`src/rtl/ps2_pkg.sv`:
```
// Shared types and byte constants for the PS/2 Set-2 scan-code parser.
package ps2_pkg;

    typedef enum logic [2:0] {
        IDLE    = 3'd0,
        EXT     = 3'd1,
        BRK     = 3'd2,
        EXT_BRK = 3'd3,
        PAUSE   = 3'd4
    } parser_state_t;

    localparam logic [7:0] PS2_EXT       = 8'hE0;
    localparam logic [7:0] PS2_BRK       = 8'hF0;
    localparam logic [7:0] PS2_PAUSE     = 8'hE1;
    localparam logic [7:0] PS2_BAT       = 8'hAA;
    localparam logic [7:0] PS2_ACK       = 8'hFA;
    localparam logic [7:0] PS2_RESEND    = 8'hFE;
    localparam logic [7:0] PS2_ECHO      = 8'hEE;
    localparam logic [7:0] PS2_OVR0      = 8'h00;
    localparam logic [7:0] PS2_OVR1      = 8'hFF;
    localparam logic [7:0] PS2_FAKESHIFT = 8'h12;

    // E1 prefix plus seven follow-up bytes.
    localparam int PAUSE_LEN = 8;

    // Keyboard buffer overrun markers.
    function automatic logic is_overrun(input logic [7:0] b);
        return (b == PS2_OVR0) || (b == PS2_OVR1);
    endfunction

    // Controller replies that carry no key information.
    function automatic logic is_status(input logic [7:0] b);
        return (b == PS2_BAT) || (b == PS2_ACK) || (b == PS2_RESEND) || (b == PS2_ECHO);
    endfunction

endpackage

```
`src/rtl/ps2_scancode_parser_if.sv`:
```
// Signal bundle between the parser and its byte source / event consumer.
//
// Handshake: code_valid_in is a one-cycle strobe with no back-pressure; the
// parser accepts a byte on every cycle it is high. key_valid_out, pause_out
// and err_out are one-cycle strobes; key_code/ext/break/repeat hold their
// last event value between strobes. The query is a registered lookup with
// one cycle of latency.
interface ps2_scancode_parser_if;
    import ps2_pkg::*;

    logic [7:0]    code_in;
    logic          code_valid_in;
    logic [7:0]    key_code_out;
    logic          key_ext_out;
    logic          key_break_out;
    logic          key_repeat_out;
    logic          key_valid_out;
    logic          pause_out;
    logic          err_out;
    logic [7:0]    query_code_in;
    logic          query_ext_in;
    logic          query_pressed_out;
    parser_state_t state_dbg;

    // Parser side.
    modport slave (
        input  code_in, code_valid_in, query_code_in, query_ext_in,
        output key_code_out, key_ext_out, key_break_out, key_repeat_out,
               key_valid_out, pause_out, err_out, query_pressed_out, state_dbg
    );

    // Byte source / event consumer side.
    modport master (
        output code_in, code_valid_in, query_code_in, query_ext_in,
        input  key_code_out, key_ext_out, key_break_out, key_repeat_out,
               key_valid_out, pause_out, err_out, query_pressed_out, state_dbg
    );

endinterface

```
`src/rtl/ps2_key_bitmap.sv`:
```
// 512x1 pressed-key map indexed by {ext, code}: one set/clear write port and
// two registered read ports (repeat check and external query). Reads return
// the value before a same-cycle write.
module ps2_key_bitmap (
    input  logic       clk_in,
    input  logic       rst_in,
    input  logic       wr_en,
    input  logic       wr_set,
    input  logic [8:0] wr_idx,
    input  logic [8:0] chk_idx,
    output logic       chk_pressed,
    input  logic [8:0] qry_idx,
    output logic       qry_pressed
);

    logic [511:0] bits_q;

    // Storage: a make sets the key bit, a break clears it.
    always_ff @(posedge clk_in) begin
        if (rst_in) begin
            bits_q <= '0;
        end else if (wr_en) begin
            bits_q[wr_idx] <= wr_set;
        end
    end

    // Registered read ports, sampled from the pre-write contents.
    always_ff @(posedge clk_in) begin
        if (rst_in) begin
            chk_pressed <= 1'b0;
            qry_pressed <= 1'b0;
        end else begin
            chk_pressed <= bits_q[chk_idx];
            qry_pressed <= bits_q[qry_idx];
        end
    end

endmodule

```
`src/rtl/ps2_scancode_parser.sv`:
```
// Turns raw Set-2 scan-code bytes into key events (code, extended, make/break),
// detects the E1 pause sequence, suppresses or flags typematic repeats and
// answers "is key held" queries from a pressed-key bitmap.
module ps2_scancode_parser
    import ps2_pkg::*;
#(
    parameter int unsigned TIMEOUT_CYCLES  = 2_000_000,
    parameter bit          SUPPRESS_REPEAT = 1'b1
) (
    input logic                    clk_in,
    input logic                    rst_in,
    ps2_scancode_parser_if.slave   bus
);

    localparam int TW = (TIMEOUT_CYCLES > 2) ? $clog2(TIMEOUT_CYCLES) : 1;
    localparam logic [TW-1:0] TO_LAST = TW'(TIMEOUT_CYCLES - 1);

    parser_state_t state_q, state_n;
    logic [3:0]    pcnt_q, pcnt_n;
    logic [TW-1:0] to_q, to_n;
    logic          ev_v_n, ev_ext_n, ev_brk_n, err_n, pause_n;
    logic [7:0]    ev_code_n;

    // Candidate event, one cycle after the completing byte.
    logic          ev_v_q, ev_ext_q, ev_brk_q;
    logic [7:0]    ev_code_q;
    logic          err_q, pause_q;
    logic          pressed, is_rep, emit;
    logic [7:0]    hold_code_q;
    logic          hold_ext_q, hold_brk_q, hold_rep_q;

    // State, pause count, timeout count and registered strobes.
    always_ff @(posedge clk_in) begin
        if (rst_in) begin
            state_q   <= IDLE;
            pcnt_q    <= '0;
            to_q      <= '0;
            ev_v_q    <= 1'b0;
            ev_code_q <= '0;
            ev_ext_q  <= 1'b0;
            ev_brk_q  <= 1'b0;
            err_q     <= 1'b0;
            pause_q   <= 1'b0;
        end else begin
            state_q   <= state_n;
            pcnt_q    <= pcnt_n;
            to_q      <= to_n;
            ev_v_q    <= ev_v_n;
            ev_code_q <= ev_code_n;
            ev_ext_q  <= ev_ext_n;
            ev_brk_q  <= ev_brk_n;
            err_q     <= err_n;
            pause_q   <= pause_n;
        end
    end

    // Prefix decoding, pause skipping and prefix timeout.
    always_comb begin
        state_n   = state_q;
        pcnt_n    = pcnt_q;
        to_n      = to_q;
        ev_v_n    = 1'b0;
        ev_code_n = bus.code_in;
        ev_ext_n  = 1'b0;
        ev_brk_n  = 1'b0;
        err_n     = 1'b0;
        pause_n   = 1'b0;
        if (bus.code_valid_in) begin
            to_n = '0;
            case (state_q)
                IDLE: begin
                    if (bus.code_in == PS2_EXT) begin
                        state_n = EXT;
                    end else if (bus.code_in == PS2_BRK) begin
                        state_n = BRK;
                    end else if (bus.code_in == PS2_PAUSE) begin
                        state_n = PAUSE;
                        pcnt_n  = 4'd1;
                    end else if (is_overrun(bus.code_in)) begin
                        err_n = 1'b1;
                    end else if (!is_status(bus.code_in)) begin
                        ev_v_n = 1'b1;
                    end
                end
                EXT: begin
                    state_n = IDLE;
                    if (is_overrun(bus.code_in)) begin
                        err_n = 1'b1;
                    end else if (bus.code_in == PS2_BRK) begin
                        state_n = EXT_BRK;
                    end else if (bus.code_in != PS2_FAKESHIFT) begin
                        ev_v_n   = 1'b1;
                        ev_ext_n = 1'b1;
                    end
                end
                BRK: begin
                    state_n = IDLE;
                    if (is_overrun(bus.code_in)) begin
                        err_n = 1'b1;
                    end else begin
                        ev_v_n   = 1'b1;
                        ev_brk_n = 1'b1;
                    end
                end
                EXT_BRK: begin
                    state_n = IDLE;
                    if (is_overrun(bus.code_in)) begin
                        err_n = 1'b1;
                    end else if (bus.code_in != PS2_FAKESHIFT) begin
                        ev_v_n   = 1'b1;
                        ev_ext_n = 1'b1;
                        ev_brk_n = 1'b1;
                    end
                end
                PAUSE: begin
                    if (pcnt_q == 4'(PAUSE_LEN - 1)) begin
                        pause_n = 1'b1;
                        pcnt_n  = '0;
                        state_n = IDLE;
                    end else begin
                        pcnt_n = pcnt_q + 4'd1;
                    end
                end
                default: state_n = IDLE;
            endcase
        end else if (state_q != IDLE) begin
            if (to_q == TO_LAST) begin
                state_n = IDLE;
                err_n   = 1'b1;
                to_n    = '0;
                pcnt_n  = '0;
            end else begin
                to_n = to_q + 1'b1;
            end
        end
    end

    // The map is written with the decoded event straight away; the check port
    // reads the same index, so the next cycle sees the pre-event pressed state.
    ps2_key_bitmap u_bitmap (
        .clk_in      (clk_in),
        .rst_in      (rst_in),
        .wr_en       (ev_v_n),
        .wr_set      (~ev_brk_n),
        .wr_idx      ({ev_ext_n, ev_code_n}),
        .chk_idx     ({ev_ext_n, ev_code_n}),
        .chk_pressed (pressed),
        .qry_idx     ({bus.query_ext_in, bus.query_code_in}),
        .qry_pressed (bus.query_pressed_out)
    );

    assign is_rep = ev_v_q & ~ev_brk_q & pressed;
    assign emit   = ev_v_q & ~(is_rep & SUPPRESS_REPEAT);

    // Event fields hold their last emitted value between strobes.
    always_ff @(posedge clk_in) begin
        if (rst_in) begin
            hold_code_q <= '0;
            hold_ext_q  <= 1'b0;
            hold_brk_q  <= 1'b0;
            hold_rep_q  <= 1'b0;
        end else if (emit) begin
            hold_code_q <= ev_code_q;
            hold_ext_q  <= ev_ext_q;
            hold_brk_q  <= ev_brk_q;
            hold_rep_q  <= is_rep;
        end
    end

    assign bus.key_valid_out  = emit;
    assign bus.key_code_out   = emit ? ev_code_q : hold_code_q;
    assign bus.key_ext_out    = emit ? ev_ext_q  : hold_ext_q;
    assign bus.key_break_out  = emit ? ev_brk_q  : hold_brk_q;
    assign bus.key_repeat_out = emit ? is_rep    : hold_rep_q;
    assign bus.err_out        = err_q;
    assign bus.pause_out      = pause_q;
    assign bus.state_dbg      = state_q;

endmodule

```
`src/flat_wrapper.sv`:
```
// flat-port wrapper written by rule: the top's interface ports become plain ports
module ps2_scancode_parser_flat import ps2_pkg::*;
#(
    parameter int unsigned TIMEOUT_CYCLES  = 2_000_000,
    parameter bit          SUPPRESS_REPEAT = 1'b1
)
  (clk_in, rst_in, bus_code_in, bus_code_valid_in, bus_query_code_in, bus_query_ext_in, bus_key_code_out, bus_key_ext_out, bus_key_break_out, bus_key_repeat_out, bus_key_valid_out, bus_pause_out, bus_err_out, bus_query_pressed_out, bus_state_dbg);
  ps2_scancode_parser_if bus_i ();
  input logic clk_in;
  input logic rst_in;
  input wire logic [$bits(bus_i.code_in)-1:0] bus_code_in;
  input wire logic [$bits(bus_i.code_valid_in)-1:0] bus_code_valid_in;
  input wire logic [$bits(bus_i.query_code_in)-1:0] bus_query_code_in;
  input wire logic [$bits(bus_i.query_ext_in)-1:0] bus_query_ext_in;
  output wire logic [$bits(bus_i.key_code_out)-1:0] bus_key_code_out;
  output wire logic [$bits(bus_i.key_ext_out)-1:0] bus_key_ext_out;
  output wire logic [$bits(bus_i.key_break_out)-1:0] bus_key_break_out;
  output wire logic [$bits(bus_i.key_repeat_out)-1:0] bus_key_repeat_out;
  output wire logic [$bits(bus_i.key_valid_out)-1:0] bus_key_valid_out;
  output wire logic [$bits(bus_i.pause_out)-1:0] bus_pause_out;
  output wire logic [$bits(bus_i.err_out)-1:0] bus_err_out;
  output wire logic [$bits(bus_i.query_pressed_out)-1:0] bus_query_pressed_out;
  output wire logic [$bits(bus_i.state_dbg)-1:0] bus_state_dbg;
  assign bus_i.code_in = bus_code_in;
  assign bus_i.code_valid_in = bus_code_valid_in;
  assign bus_i.query_code_in = bus_query_code_in;
  assign bus_i.query_ext_in = bus_query_ext_in;
  assign bus_key_code_out = bus_i.key_code_out;
  assign bus_key_ext_out = bus_i.key_ext_out;
  assign bus_key_break_out = bus_i.key_break_out;
  assign bus_key_repeat_out = bus_i.key_repeat_out;
  assign bus_key_valid_out = bus_i.key_valid_out;
  assign bus_pause_out = bus_i.pause_out;
  assign bus_err_out = bus_i.err_out;
  assign bus_query_pressed_out = bus_i.query_pressed_out;
  assign bus_state_dbg = bus_i.state_dbg;
  ps2_scancode_parser #(.TIMEOUT_CYCLES(TIMEOUT_CYCLES), .SUPPRESS_REPEAT(SUPPRESS_REPEAT)) u_core (.clk_in(clk_in), .rst_in(rst_in), .bus(bus_i));
endmodule
```
`config.mk`:
```
export PLATFORM = sky130hd
export DESIGN_NAME = ps2_scancode_parser_flat
export DESIGN_NICKNAME = d
export VERILOG_FILES = /design/src/rtl/ps2_pkg.sv /design/src/rtl/ps2_scancode_parser_if.sv /design/src/rtl/ps2_key_bitmap.sv /design/src/rtl/ps2_scancode_parser.sv /design/src/flat_wrapper.sv
export SDC_FILE = /design/constraint.sdc
export NUM_CORES = 1
export LEC_CHECK = 0
export ABC_AREA = 1
export CORE_MARGIN = 3
export CORE_UTILIZATION = 35
export DETAILED_ROUTE_END_ITERATION = 6
export PLACE_DENSITY = 0.57
export SLEW_MARGIN = 10
export SYNTH_ARGS = -nofsm -noshare
export SYNTH_HDL_FRONTEND = slang
export SYNTH_SLANG_ARGS = --single-unit
```
`constraint.sdc`:
```
create_clock -name clk_in -period 2.4 [get_ports clk_in]
set_input_delay 0.48 -clock clk_in [delete_from_list [all_inputs] [get_ports clk_in]]
set_output_delay 0.48 -clock clk_in [all_outputs]
set_load 0.05 [all_outputs]
```
## Word level (Yosys, flattened, before mapping)

Index checks and enable logic that the tools add are counted.
Widths: inputs -> output; s select.

- Register bits: 566
- Word-level logic and storage cells: 120

- $lt $le $gt $ge: 3
- Multiplexer cells: 55
- Reduce and logical (&&, ||, !) cells: 15
- Equality and inequality tests: 21
- Bitwise gates (word level): 8
- Add/sub/neg operators: 2

Operators by type and width:

| operator | count |
|---|---|
| $bwmux 512 | 1 |
| $eq 8x8->1 const B | 8 |
| $mux 4 | 7 |
| $mux 1 | 27 |
| $mux 3 | 8 |
| $add 21x1->21 const B | 1 |
| $eq 21x21->1 const B | 1 |
| $mux 21 | 1 |
| $lt 9x10->1 const B | 2 |
| $bmux 1 s9 | 2 |
| $demux 1 s9 | 1 |
| $ge 9x1->1 const B | 1 |
| $pmux 3 s3 | 1 |
| $logic_not 8->1 | 1 |
| $mux 8 | 1 |
| $ne 8x5->1 const B | 1 |
| $pmux 4 s2 | 1 |
| $eq 3x2->1 const B | 2 |
| $ne 3x2->1 const B | 2 |
| $ne 3x3->1 const B | 2 |
| $pmux 1 s2 | 3 |
| $reduce_and 6->1 | 1 |
| $reduce_or 3->1 | 2 |
| $ne 5x2->1 const B | 1 |
| 16 further kinds | 26 |

## Depth between registers and ports, before layout

- Depth after elaboration: 11
- Mapped depth: 17
- Gate-level depth less buffers: 15

## Cells and area by module

Synthesis repeated with hierarchy kept, for this count alone.

- Cells, all modules: 5148
- Area total of the unflattened synthesis: 32822.7 µm²

By module, submodules not included:

| module | area each (µm²) | instances | cells an instance |
|---|---|---|---|
| ps2_key_bitmap | 30230.2 | 1 | 4764 |
| ps2_scancode_parser | 2592.5 | 1 | 384 |

## Worst setup path before layout

No wires, ideal clock.

- Path kind: input-to-reg
- From: input bus_code_in[0]
- To: register u_core.u_bitmap.bits_q[454]
- Setup time: 0.132 ns
- Slack: -0.060 ns
- Required time: 2.268 ns
- Stages on the path: 13
- Arrival time: 2.328 ns
- Cells stage by stage: buf_2 nand2_1 nor2_4 inv_2 o21ai_2 nor4_2 buf_4 nand2_1 nor2_4 inv_2 clkbuf_1 o21ai_0 a21oi_1

- Word-level cells in the longest chain between the ends: 11

Ends and longest elaborated chain:

| what | RTL line | text |
|---|---|---|
| start, declared | flat_wrapper.sv:11 | `input wire logic [$bits(bus_i.code_in)-1:0] bus_code_in;` |
| $ne 8x5->1 / $eq 8x8->1 (equally long branches) | ps2_scancode_parser.sv:91, ps2_scancode_parser.sv:109, ps2_pkg.sv:33 |  |
| $mux 1 / $logic_or 1x1->1 (equally long branches) | ps2_scancode_parser.sv:91, ps2_scancode_parser.sv:109, ps2_pkg.sv:33 |  |
| $mux 1 / $logic_or 1x1->1 (equally long branches) | ps2_scancode_parser.sv:89, ps2_pkg.sv:33 |  |
| $mux 1 / $logic_or 1x1->1 (equally long branches) | ps2_scancode_parser.sv:87, ps2_pkg.sv:33 |  |
| $pmux 1 s2 / $mux 1 (equally long branches) | ps2_scancode_parser.sv:70, ps2_scancode_parser.sv:81 |  |
| $mux 1 (on tied branches) | ps2_scancode_parser.sv:68, ps2_scancode_parser.sv:79 |  |
| $lt 9x10->1 (implied by the code), or another cell as far along | ps2_key_bitmap.sv:23 | `bits_q[wr_idx] <= wr_set;` |
| $logic_and 1x1->1 (implied by the code) / $mux 1 (equally long branches) | ps2_key_bitmap.sv:23, ps2_scancode_parser.sv:74 |  |
| $mux 1 (on tied branches) | ps2_key_bitmap.sv:23, ps2_scancode_parser.sv:72 |  |
| $demux 1 s9 / $pmux 1 s4 (equally long branches) | ps2_key_bitmap.sv:23, ps2_scancode_parser.sv:70 |  |
| $bwmux 512 / $mux 1 (equally long branches) | ps2_key_bitmap.sv:23, ps2_scancode_parser.sv:68 |  |
| end signal, assigned by index | ps2_key_bitmap.sv:23 |  |
| end, declared | ps2_key_bitmap.sv:16 | `logic [511:0] bits_q;` |

Several ways; a longest one is shown, not always the timed one.
A chain may end at the register's enable or synchronous reset.

## Worst setup path after layout

- From: register u_core.state_q[1] (netlist: u_core.bus.state_dbg[1])
- To: output bus_state_dbg[1]

RTL lines:

| what | RTL line | text |
|---|---|---|
| start, declared | ps2_scancode_parser.sv:18 | `parser_state_t state_q, state_n;` |
| start signal, assigned | ps2_scancode_parser.sv:45 | `state_q <= state_n;` |
| end, declared | flat_wrapper.sv:23 | `output wire logic [$bits(bus_i.state_dbg)-1:0] bus_state_dbg;` |

No word-level cell between the ends.

==> qor.csv <==
stage,metric,value,unit
run_status,status,"finished, violations left",
run_status,violations,design-rule violations,
placed_design,numPortBuffers,37,
clock_tree,cts_sinks,566,
yosys,seq_area_frac_synth,35.2,%
power,leakage,0.0139,µW
placed_design,dp_hpwl,89.7,mm
critical_path,arrival,1880,ps
power,p_per_area,590,nW/µm²
yosys,synth_cell_types,38,
yosys,ys.flop_type,dfxtp_1,
route,drc,6,
clock_tree,holdBufCountCts,0,
layout,post-route-util,43.4,%
critical_path,cp.buffers_inverters,2,
route,routed_via_density,5.85,
global_routing,grt_pass1_wl,220,mm
layout,finalInstanceArea,39300,µm²
floorplanning,start_util,35.5,%
yosys,avgSynthCellArea,6.11,µm²
sta,setup_viol,0,
route,drtIter0Drc,5355,
placed_design,placedInstanceArea,36700,µm²
critical_path,critPathTopFamily,buffers and inverters,
layout,syn_to_final_growth,22.3,%
route,wl,148,mm
clock_tree,cts_max_path_buffers,3,
worst_hold_path,min_path_type,in2reg,
floorplanning,die-area,95600,µm²
sta,slew_viol_final,0,
critical_path,max_stage_delay,790,ps
clock_tree,path_clk_slew,60,ps
global_routing,grt_overflow,0,
yosys,synthTopCellsByCount,"1645 x nand2_1, 1010 x nand3_1, 566 x dfxtp_1",
sta,relSlewSlack,44.2,%
yosys,synth_area_leader_cell,dfxtp_1,
clock_tree,cts-root-buf,clkbuf_16,
global_routing,grt_pass1_vias,34745,
sta,fin_crit_sh,98.2,%
power,irDropWorstVdd,634,µV
yosys,yosys-top-cells-area,"dfxtp_1 35%, nand2_1 19%, nand3_1 16%, a21oi_1 8.1%, nor2_1 4.6%",
floorplanning,floorplan.core_area,90600,µm²
critical_path,crit_path_max_fanout,2,
layout,layout.nets,5362,
yosys,synthArstFlopShare,0,%
power,totalPowerFinal,23200,µW
yosys,syn-cell-area,32200,µm²
global_routing,antenna_found_initial,4,
sta,skew,21.0,ps
clock_tree,clock_latency,630,ps
yosys,synth_top_cell_area_share,35.2,%
floorplanning,die_x,309,µm
yosys,ys_warn_count,0,
sta,period_minus_slack,2360,ps
clock_tree,cts-buffers-inserted,67,
layout,drive_gt1_share,12.6,%
placed_design,gp_congestion,0.912,
sta,holdWs,193,ps
floorplanning,floorplan.rows,110,
global_routing,grt_max_degree,138,
route,num_vias,38382,
yosys,synth_edf_count,0,
sta,worstMarginPinSlew,837,ps
critical_path,critical_path_class,reg2out,
floorplanning,io_pins,38,
route,antenna_left,0,
critical_path,endpoint_kind,primary output,
yosys,ys_ff_latch,566,
critical_path,required,1920,ps
sta,hold_viol,0,
sta,clock.fmax,0.424,GHz
yosys,yosysMostFrequentCell,nand2_1,
global_routing,grt_usage,30.0,%
yosys,syn_nets,5289,
route,routedWlPerCell,22.5,µm
job,max-cap-violations,0,
clock_tree,cts_max_level,3,
sta,fin_setup_tns,0,ps
critical_path,crit_slowest_cell,clkdlybuf4s50_1,
route,drt_pass1_iterations,7,
clock_tree,cts_tree,done,
critical_path,path_cells,buf_4 -> clkdlybuf4s50_1,
critical_path,startpoint_type,flop,
yosys,synth_cells,5267,
floorplanning,chipHeight,309,µm
## registers in the layout, summed over array words and instances (netlist names)
signal	cells
u_core.hold_ext_q	1
u_core.hold_rep_q	1
u_core.u_bitmap.chk_pressed	1
u_core.ev_code_q	8
u_core.ev_brk_q	1
u_core.bus.pause_out	1
u_core.bus.err_out	1
u_core.hold_brk_q	1
u_core.u_bitmap.qry_pressed	1
u_core.ev_v_q	1
u_core.hold_code_q	8
u_core.ev_ext_q	1
u_core.u_bitmap.bits_q	512
u_core.bus.state_dbg	3
u_core.pcnt_q	4
u_core.to_q	21
## final cells by class
cell class | instances | area, µm²
Tap cell | 1176 | 1470
Antenna cell | 1 | 2.50
Clock buffer | 102 | 1940
Fill cell | 9356 | 51200
Inverter | 134 | 542
Multi-Input combinational cell | 4117 | 18900
Sequential cell | 566 | 11300
Timing Repair Buffer | 454 | 5010
Clock inverter | 12 | 140
## repair_timing
action	in CTS	in global routing
setup buffers	10	3
pin swaps	8	7
endpoints found under the setup margin	518	201
gates resized for setup	80	63
gates cloned	3	1
## cell usage in the layout (no fill, tap or decap), drive strengths merged, types with 2 or more instances in the layout
master         instances
nand4                120
a21oi                519
or2                    9
nor2                 415
xor2                   5
a31oi                  2
nand3               1010
nor4                   4
and3                   7
dfxtp                566
bufinv                 2
bufbuf                 2
nand3b                 2
clkinvlp               2
ha                     2
nand2               1649
inv                  120
clkbuf               107
clkinv                22
clkdlybuf4s15          2
nor3b                  6
a22oi                 53
clkdlybuf4s50         10
nor3                  19
dlygate4sd2            3
o21ai                289
buf                  432
## stage by stage
step	instances	setup slack (ps)
floorplan	5267	-20.1
global placement	6430	-1080
detailed placement	6430	-1130
CTS	6557	-28.0
global route	6562	-13.3
finish	6562	44.0
## power by group
part	internal (µW)	switching (µW)
Combinational	1070	2500
Clock	5790	4380
Sequential	9440	26.8
Total	16300	6910
## logic make-up (layout without fill, tap and decap cells)
family | Yosys count | in the layout | share of synthesized area (%)
XOR/XNOR | 6 | 6 | 0.163
flip-flops | 566 | 566 | 35.2
adder cells (fa/ha/maj) | 2 | 2 | 0.0778
AO/OA/AOI/OAI | 867 | 867 | 14.0
other | 0 | 1 | 0
buffers and inverters | 584 | 702 | 7.13
AND/OR/NAND/NOR | 3242 | 3242 | 43.4
## layer usage
| layer | wire, µm | track usage (%) |
|---|---|---|
| met2 | 62600 | 45.1 |
| met3 | 16500 | 6.28 |
| met4 | 7350 | 14.4 |
| met1 | 61100 | 41.0 |
| met5 | 0 | 0 |
## final timing paths
| kind | start | end | slack, ps | cells after the start |
|---|---|---|---|---|
| max | u_core.bus.state_dbg[1] | bus_state_dbg[1] | 40 | 2 |
| min | rst_in | u_core.pcnt_q[2] | 190 | 2 |
| max reg2reg | u_core.bus.state_dbg[1] | u_core.u_bitmap.bits_q[315] | 100 | 13 |
| min reg2reg | u_core.hold_rep_q | u_core.hold_rep_q | 440 | 2 |
Note: power is estimated with default switching activity, not from simulation.
